`src/rtl/parity_frame_pkg.sv`:
```
// Shared definitions for the parity frame link: state encodings, frame geometry
// and the odd-parity convention, reused by the transmitter and the future receiver.
package parity_frame_pkg;

  localparam logic [2:0] ST_IDLE   = 3'd0;
  localparam logic [2:0] ST_START  = 3'd1;
  localparam logic [2:0] ST_DATA   = 3'd2;
  localparam logic [2:0] ST_PARITY = 3'd3;
  localparam logic [2:0] ST_STOP   = 3'd4;

  localparam int unsigned FRAME_BITS = 6;
  localparam int unsigned DATA_BITS  = 3;

  // Parity bit makes the count of ones over data+parity odd.
  localparam logic PARITY_ODD = 1'b1;

  typedef enum logic [2:0] {
    StIdle   = ST_IDLE,
    StStart  = ST_START,
    StData   = ST_DATA,
    StParity = ST_PARITY,
    StStop   = ST_STOP
  } frame_state_e;

  function automatic logic odd_parity(input logic [DATA_BITS-1:0] d);
    return ~(^d);
  endfunction

endpackage

```
`src/rtl/parity3_odd.sv`:
```
// Combinational 3-input odd-parity generator: f is set when a, b, c hold an even
// number of ones, so {a, b, c, f} always has odd weight.
module parity3_odd (
  input  logic a,
  input  logic b,
  input  logic c,
  output logic f
);

  assign f = ~(a ^ b ^ c);

endmodule

```
`src/rtl/parity_frame_tx.sv`:
```
// Serial frame transmitter: start, three data bits LSB first, odd parity, stop,
// each bit held CLKS_PER_BIT cycles on an idle-high line.
module parity_frame_tx
  import parity_frame_pkg::*;
#(
  parameter int unsigned CLKS_PER_BIT = 4
) (
  input  logic                 clk,
  input  logic                 reset,
  input  logic [DATA_BITS-1:0] in_data,
  input  logic                 in_valid,
  output logic                 in_ready,
  output logic                 tx,
  output logic                 busy,
  output logic                 done
);

  localparam int unsigned TW = $clog2(CLKS_PER_BIT + 1);
  localparam logic [TW-1:0] BIT_LAST  = TW'(CLKS_PER_BIT - 1);
  // tx is registered from the state, so STOP holds one extra cycle to let the
  // stop bit play out fully before IDLE.
  localparam logic [TW-1:0] STOP_LAST = TW'(CLKS_PER_BIT);

  frame_state_e          state_q, state_d;
  logic [TW-1:0]         timer_q, timer_d;
  logic [1:0]            idx_q, idx_d;
  logic [DATA_BITS-1:0]  shreg_q, shreg_d;
  logic                  par_q, par_d;
  logic                  tx_d, done_d;
  logic                  par_bit;
  logic                  bit_end;

  parity3_odd u_parity (
    .a (in_data[0]),
    .b (in_data[1]),
    .c (in_data[2]),
    .f (par_bit)
  );

  assign in_ready = (state_q == StIdle) && !reset;
  assign bit_end  = (timer_q == BIT_LAST);

  always_comb begin
    state_d = state_q;
    timer_d = timer_q;
    idx_d   = idx_q;
    shreg_d = shreg_q;
    par_d   = par_q;
    tx_d    = 1'b1;
    done_d  = 1'b0;
    unique case (state_q)
      StIdle: begin
        if (in_valid && in_ready) begin
          shreg_d = in_data;
          par_d   = par_bit;
          timer_d = '0;
          idx_d   = 2'd0;
          state_d = StStart;
        end
      end
      StStart: begin
        tx_d = 1'b0;
        if (bit_end) begin
          timer_d = '0;
          idx_d   = 2'd0;
          state_d = StData;
        end else begin
          timer_d = timer_q + TW'(1);
        end
      end
      StData: begin
        tx_d = shreg_q[0];
        if (bit_end) begin
          timer_d = '0;
          shreg_d = shreg_q >> 1;
          if (idx_q == 2'(DATA_BITS - 1)) begin
            state_d = StParity;
          end else begin
            idx_d = idx_q + 2'd1;
          end
        end else begin
          timer_d = timer_q + TW'(1);
        end
      end
      StParity: begin
        tx_d = par_q;
        if (bit_end) begin
          timer_d = '0;
          state_d = StStop;
        end else begin
          timer_d = timer_q + TW'(1);
        end
      end
      StStop: begin
        tx_d = 1'b1;
        if (timer_q == STOP_LAST) begin
          timer_d = '0;
          done_d  = 1'b1;
          state_d = StIdle;
        end else begin
          timer_d = timer_q + TW'(1);
        end
      end
      default: state_d = StIdle;
    endcase
  end

  always_ff @(posedge clk or posedge reset) begin
    if (reset) begin
      state_q <= StIdle;
      timer_q <= '0;
      idx_q   <= 2'd0;
      shreg_q <= '0;
      par_q   <= 1'b0;
      tx      <= 1'b1;
      done    <= 1'b0;
      busy    <= 1'b0;
    end else begin
      state_q <= state_d;
      timer_q <= timer_d;
      idx_q   <= idx_d;
      shreg_q <= shreg_d;
      par_q   <= par_d;
      tx      <= tx_d;
      done    <= done_d;
      busy    <= (state_d != StIdle);
    end
  end

endmodule
```
`config.mk`:
```
export PLATFORM = sky130hd
export DESIGN_NAME = parity_frame_tx
export DESIGN_NICKNAME = d
export VERILOG_FILES = /design/src/rtl/parity_frame_pkg.sv /design/src/rtl/parity3_odd.sv /design/src/rtl/parity_frame_tx.sv
export SDC_FILE = /design/constraint.sdc
export NUM_CORES = 1
export LEC_CHECK = 0
export ABC_AREA = 1
export BUFFER_PORTS_ARGS = -buffer_cell sky130_fd_sc_hd__clkbuf_2
export CAP_MARGIN = 20
export CELL_PAD_IN_SITES_DETAIL_PLACEMENT = 0
export CELL_PAD_IN_SITES_GLOBAL_PLACEMENT = 1
export CORE_MARGIN = 5
export CORE_UTILIZATION = 37
export DETAILED_ROUTE_END_ITERATION = 16
export GPL_TIMING_DRIVEN = 0
export HOLD_SLACK_MARGIN = 0.1
export PLACE_DENSITY = 0.76
export REMOVE_ABC_BUFFERS = 1
export SLEW_MARGIN = 10
export SYNTH_ARGS = -nofsm -noshare
export SYNTH_HDL_FRONTEND = slang
export SYNTH_HIERARCHICAL = 1
export SYNTH_SLANG_ARGS = --single-unit
```
`constraint.sdc`:
```
create_clock -name clk -period 1.5 [get_ports clk]
set_clock_uncertainty 0.2 [all_clocks]
set_input_delay 0.15 -clock clk [delete_from_list [all_inputs] [get_ports clk]]
set_output_delay 0.15 -clock clk [all_outputs]
set_load 0.03 [all_outputs]
```
==> impl_metrics.yaml <==
critical_path:
  cp_data_arrival_time_ps: 1190
  r2r_end: "timer_q[2]"
  crit_fanout: 5
  critPathMaxStageDelay_ps: 480
  critPathLaunchType: "flip-flop"
  path_cells: "nor3_4 > clkbuf_8"
  critPathSlowestCell: "dfrtp_2"
  reg2reg_from: "timer_q[1]"
  criticalPathCategory: "flip-flop to output port"
  worstSetupStartpoint: "state_q[2]"
  r2r_cells: 8
  cp_top_family: "flip-flops"
  cp.depth: 2
  crit_path_end: "in_ready"
  rrSetupSlack_ps: 0
  cp.required_ps: 1150
  endpoint_kind: "output port"
  cp_num_buf_inv: 1
floorplanning:
  rows: 18
  initial_utilization: 0.383
  dieArea_sq_mm: 0.00362
  die_w_microns: 60.2
  die_y_microns: 60.2
  coreArea_sq_mm: 0.00243
  ioPinCount: 10
routing:
  drt-total-wl_mm: 2.15
  antenna_left: 0
  first_iter_violations: 10
  vias_per_cell: 4.54
  met2WireLength_mm: 1.01
  routedWlPerCell_microns: 11.8
  met3WireLength_microns: 84
  via_count: 826
  met1Wirelength_mm: 1.03
  drc: 0
  drt_pass1_iterations: 4
  top_layer_used: "met4"
timing:
  timing.final.crit_share: 1.03
  fmax_mhz: 648
  timing.slew.headroom: 0.590
  tightest_slew_ps: 615
  setup_violations: 2
  grt_setup_unrepaired: "true"
  fin_setup_tns_ps: -43.7
  finalWorstSetupSlack_ps: -42.7
  hold_viol_final: 0
  post-route-min-period_ps: 1540
  drv_slew: 0
  hold-worst-slack_ps: 108
placed_design:
  dpl_worst_slack_ps: -118
  port-buffer-count: 9
  hpwl_mm: 1.43
  gp_congestion: 0.734
synth:
  syn_avg_cell_area_sq_um: 7.58
  synth_cells: 123
  synth_cell_type_count: 19
  ys_seq_area_frac: 0.404
  synth_area_sq_um: 932
  yosys.area.top_type_share: 0.376
  synth-seq-cells: 15
  netlist_top_cells_area: "dfrtp_1 (38%), nand2_1 (19%), ha_1 (8.1%), inv_1 (6.0%), nand3_1 (5.4%)"
  synth_largest_area_cell: "dfrtp_1"
  yosys_warnings: 6
pwr:
  switching_share: 0.466
  ir_drop_mv: 1.33
  seq_power_share: 0.284
  powerDensity_mw_per_mm2: 1930
  p_switching_mw: 1.15
  p_leak_nw: 0.683
  p_int_mw: 1.31
  p_comb_frac: 0.617
  pwr-share-clk: 0.099
clocking:
  clk_path_buf_depth: 2
  tritoncts: "done"
  cts_made_buffers: 3
  clock_sinks: 15
  clock_latency_ps: 290
  clk_pin_slew_ps: 100
  htree_levels: 1
  ctsRootBufferMaster: "clkbuf_4"
final_layout:
  drive_gt1_frac: 0.395
  nNetsFinal: 165
  n_antenna_cell: 0
  final_util: 0.525
  syn2layout_area_growth_pct: 36.9
grt:
  grt_pass1_vias: 817
  gr-total-overflow: 0
  grt_usage: 0.136
  grt_max_degree: 16
  grt_pass1_wl_mm: 3.68
  antenna_found_initial: 0
job:
  drv_cap: 0
worst_hold_path:
  hold_class: "input port to flip-flop"
outcome:
  violations: "setup timing"
  run_status: "finished, violations left"
how the worst min path moves through the flow:
stage | endpoint | start | cells past startpoint | slack [ps]
finish | idx_q[0] | reset | 4 | 110
detailed placement | idx_q[1] | reset | 2 | 100
global route | idx_q[1] | reset | 4 | 120
global placement | idx_q[1] | reset | 2 | 90
CTS | idx_q[0] | reset | 4 | 100
floorplan | busy | reset | 1 | -150
final cells by class:
class / instances / area, sq um
clock inverter: 1 / 5.00
multi-input combinational: 90 / 568
inverter: 18 / 72.6
tap: 30 / 37.5
timing repair buffer: 25 / 190
clock buffer: 3 / 22.5
sequential: 15 / 380
fill: 239 / 1160
stage by stage:
stage	total power [mW]	cell area (sq um)	std cells
after floorplan	1.52	932	123
after global placement	1.74	1010	162
after detailed placement	1.75	1010	162
after CTS	2.23	1190	178
after global routing	2.68	1280	182
final	2.46	1280	182
registers in the layout, summed over array words and instances, names as in the netlist:
| signal | count |
|---|---|
| shreg_q | 3 |
| state_q | 3 |
| par_q | 1 |
| busy | 1 |
| tx | 1 |
| done | 1 |
| timer_q | 3 |
| idx_q | 2 |
synth_stat cells:
| master | count |
|---|---|
| a31oi_1 | 1 |
| inv_1 | 15 |
| dfstp_2 | 1 |
| nand2_4 | 4 |
| nor3_4 | 1 |
| o21ai_0 | 2 |
| nand2_1 | 48 |
| nand2_2 | 2 |
| inv_4 | 1 |
| nand3_1 | 10 |
| a21oi_1 | 2 |
| nor2_2 | 3 |
| nor2_4 | 1 |
| inv_2 | 2 |
| nor2_1 | 8 |
| dfrtp_1 | 14 |
| o211ai_2 | 1 |
| ha_1 | 6 |
| a22oi_1 | 1 |
logic make-up after synthesis:
logic type	synth area share
adder cells (fa/ha/maj)	0.0805
buffers and inverters	0.0752
AO/OA/AOI/OAI	0.0497
AND/OR/NAND/NOR	0.391
flip-flops	0.404
power by group through the flow:
stage                     Combinational [mW]  Sequential [mW]  Clock [mW]
after floorplan                        0.767            0.753           0
after global placement                  1.02            0.720           0
after detailed placement                1.03            0.720           0
after CTS                               1.29            0.690       0.255
after global routing                    1.69            0.713       0.277
final                                   1.52            0.698       0.244
timing repair:
action,CTS,global route
setup endpoints to repair,7,10
gates resized for setup,11,20
hold buffers,5,0
endpoints found under the hold margin,20,0
pin swaps,5,8
buffers inserted,7,4
per-layer routing:
metal / global-route usage / vias up
li1: - / 441
met1: 0.173 / 371
met2: 0.218 / 12
met3: 0.0518 / 2
met4: 0.0316 / 0
met5: 0 / -
cell usage in the layout (no fill, tap or decap), types with 2 or more instances in the layout:
cell           count
nand3_2            2
nand2_1           44
ha_4               2
clkbuf_2           8
inv_4              2
nor2_4             2
inv_1             12
nand2_4            5
inv_2              4
nand3_1            8
dfrtp_2            3
ha_1               2
nor2_1             7
clkbuf_4           3
buf_4             10
nor2_2             3
o21ai_2            2
nand2_2            5
ha_2               2
dlygate4sd3_1      5
dfrtp_1           11
tightest hold or removal path: cells and delay by family:
family                 cells  cell delay, ps
AND/OR/NAND/NOR            2             140
AO/OA/AOI/OAI              1             130
buffers and inverters      1             150
No activity file was read; power rests on OpenSTA's default activity.
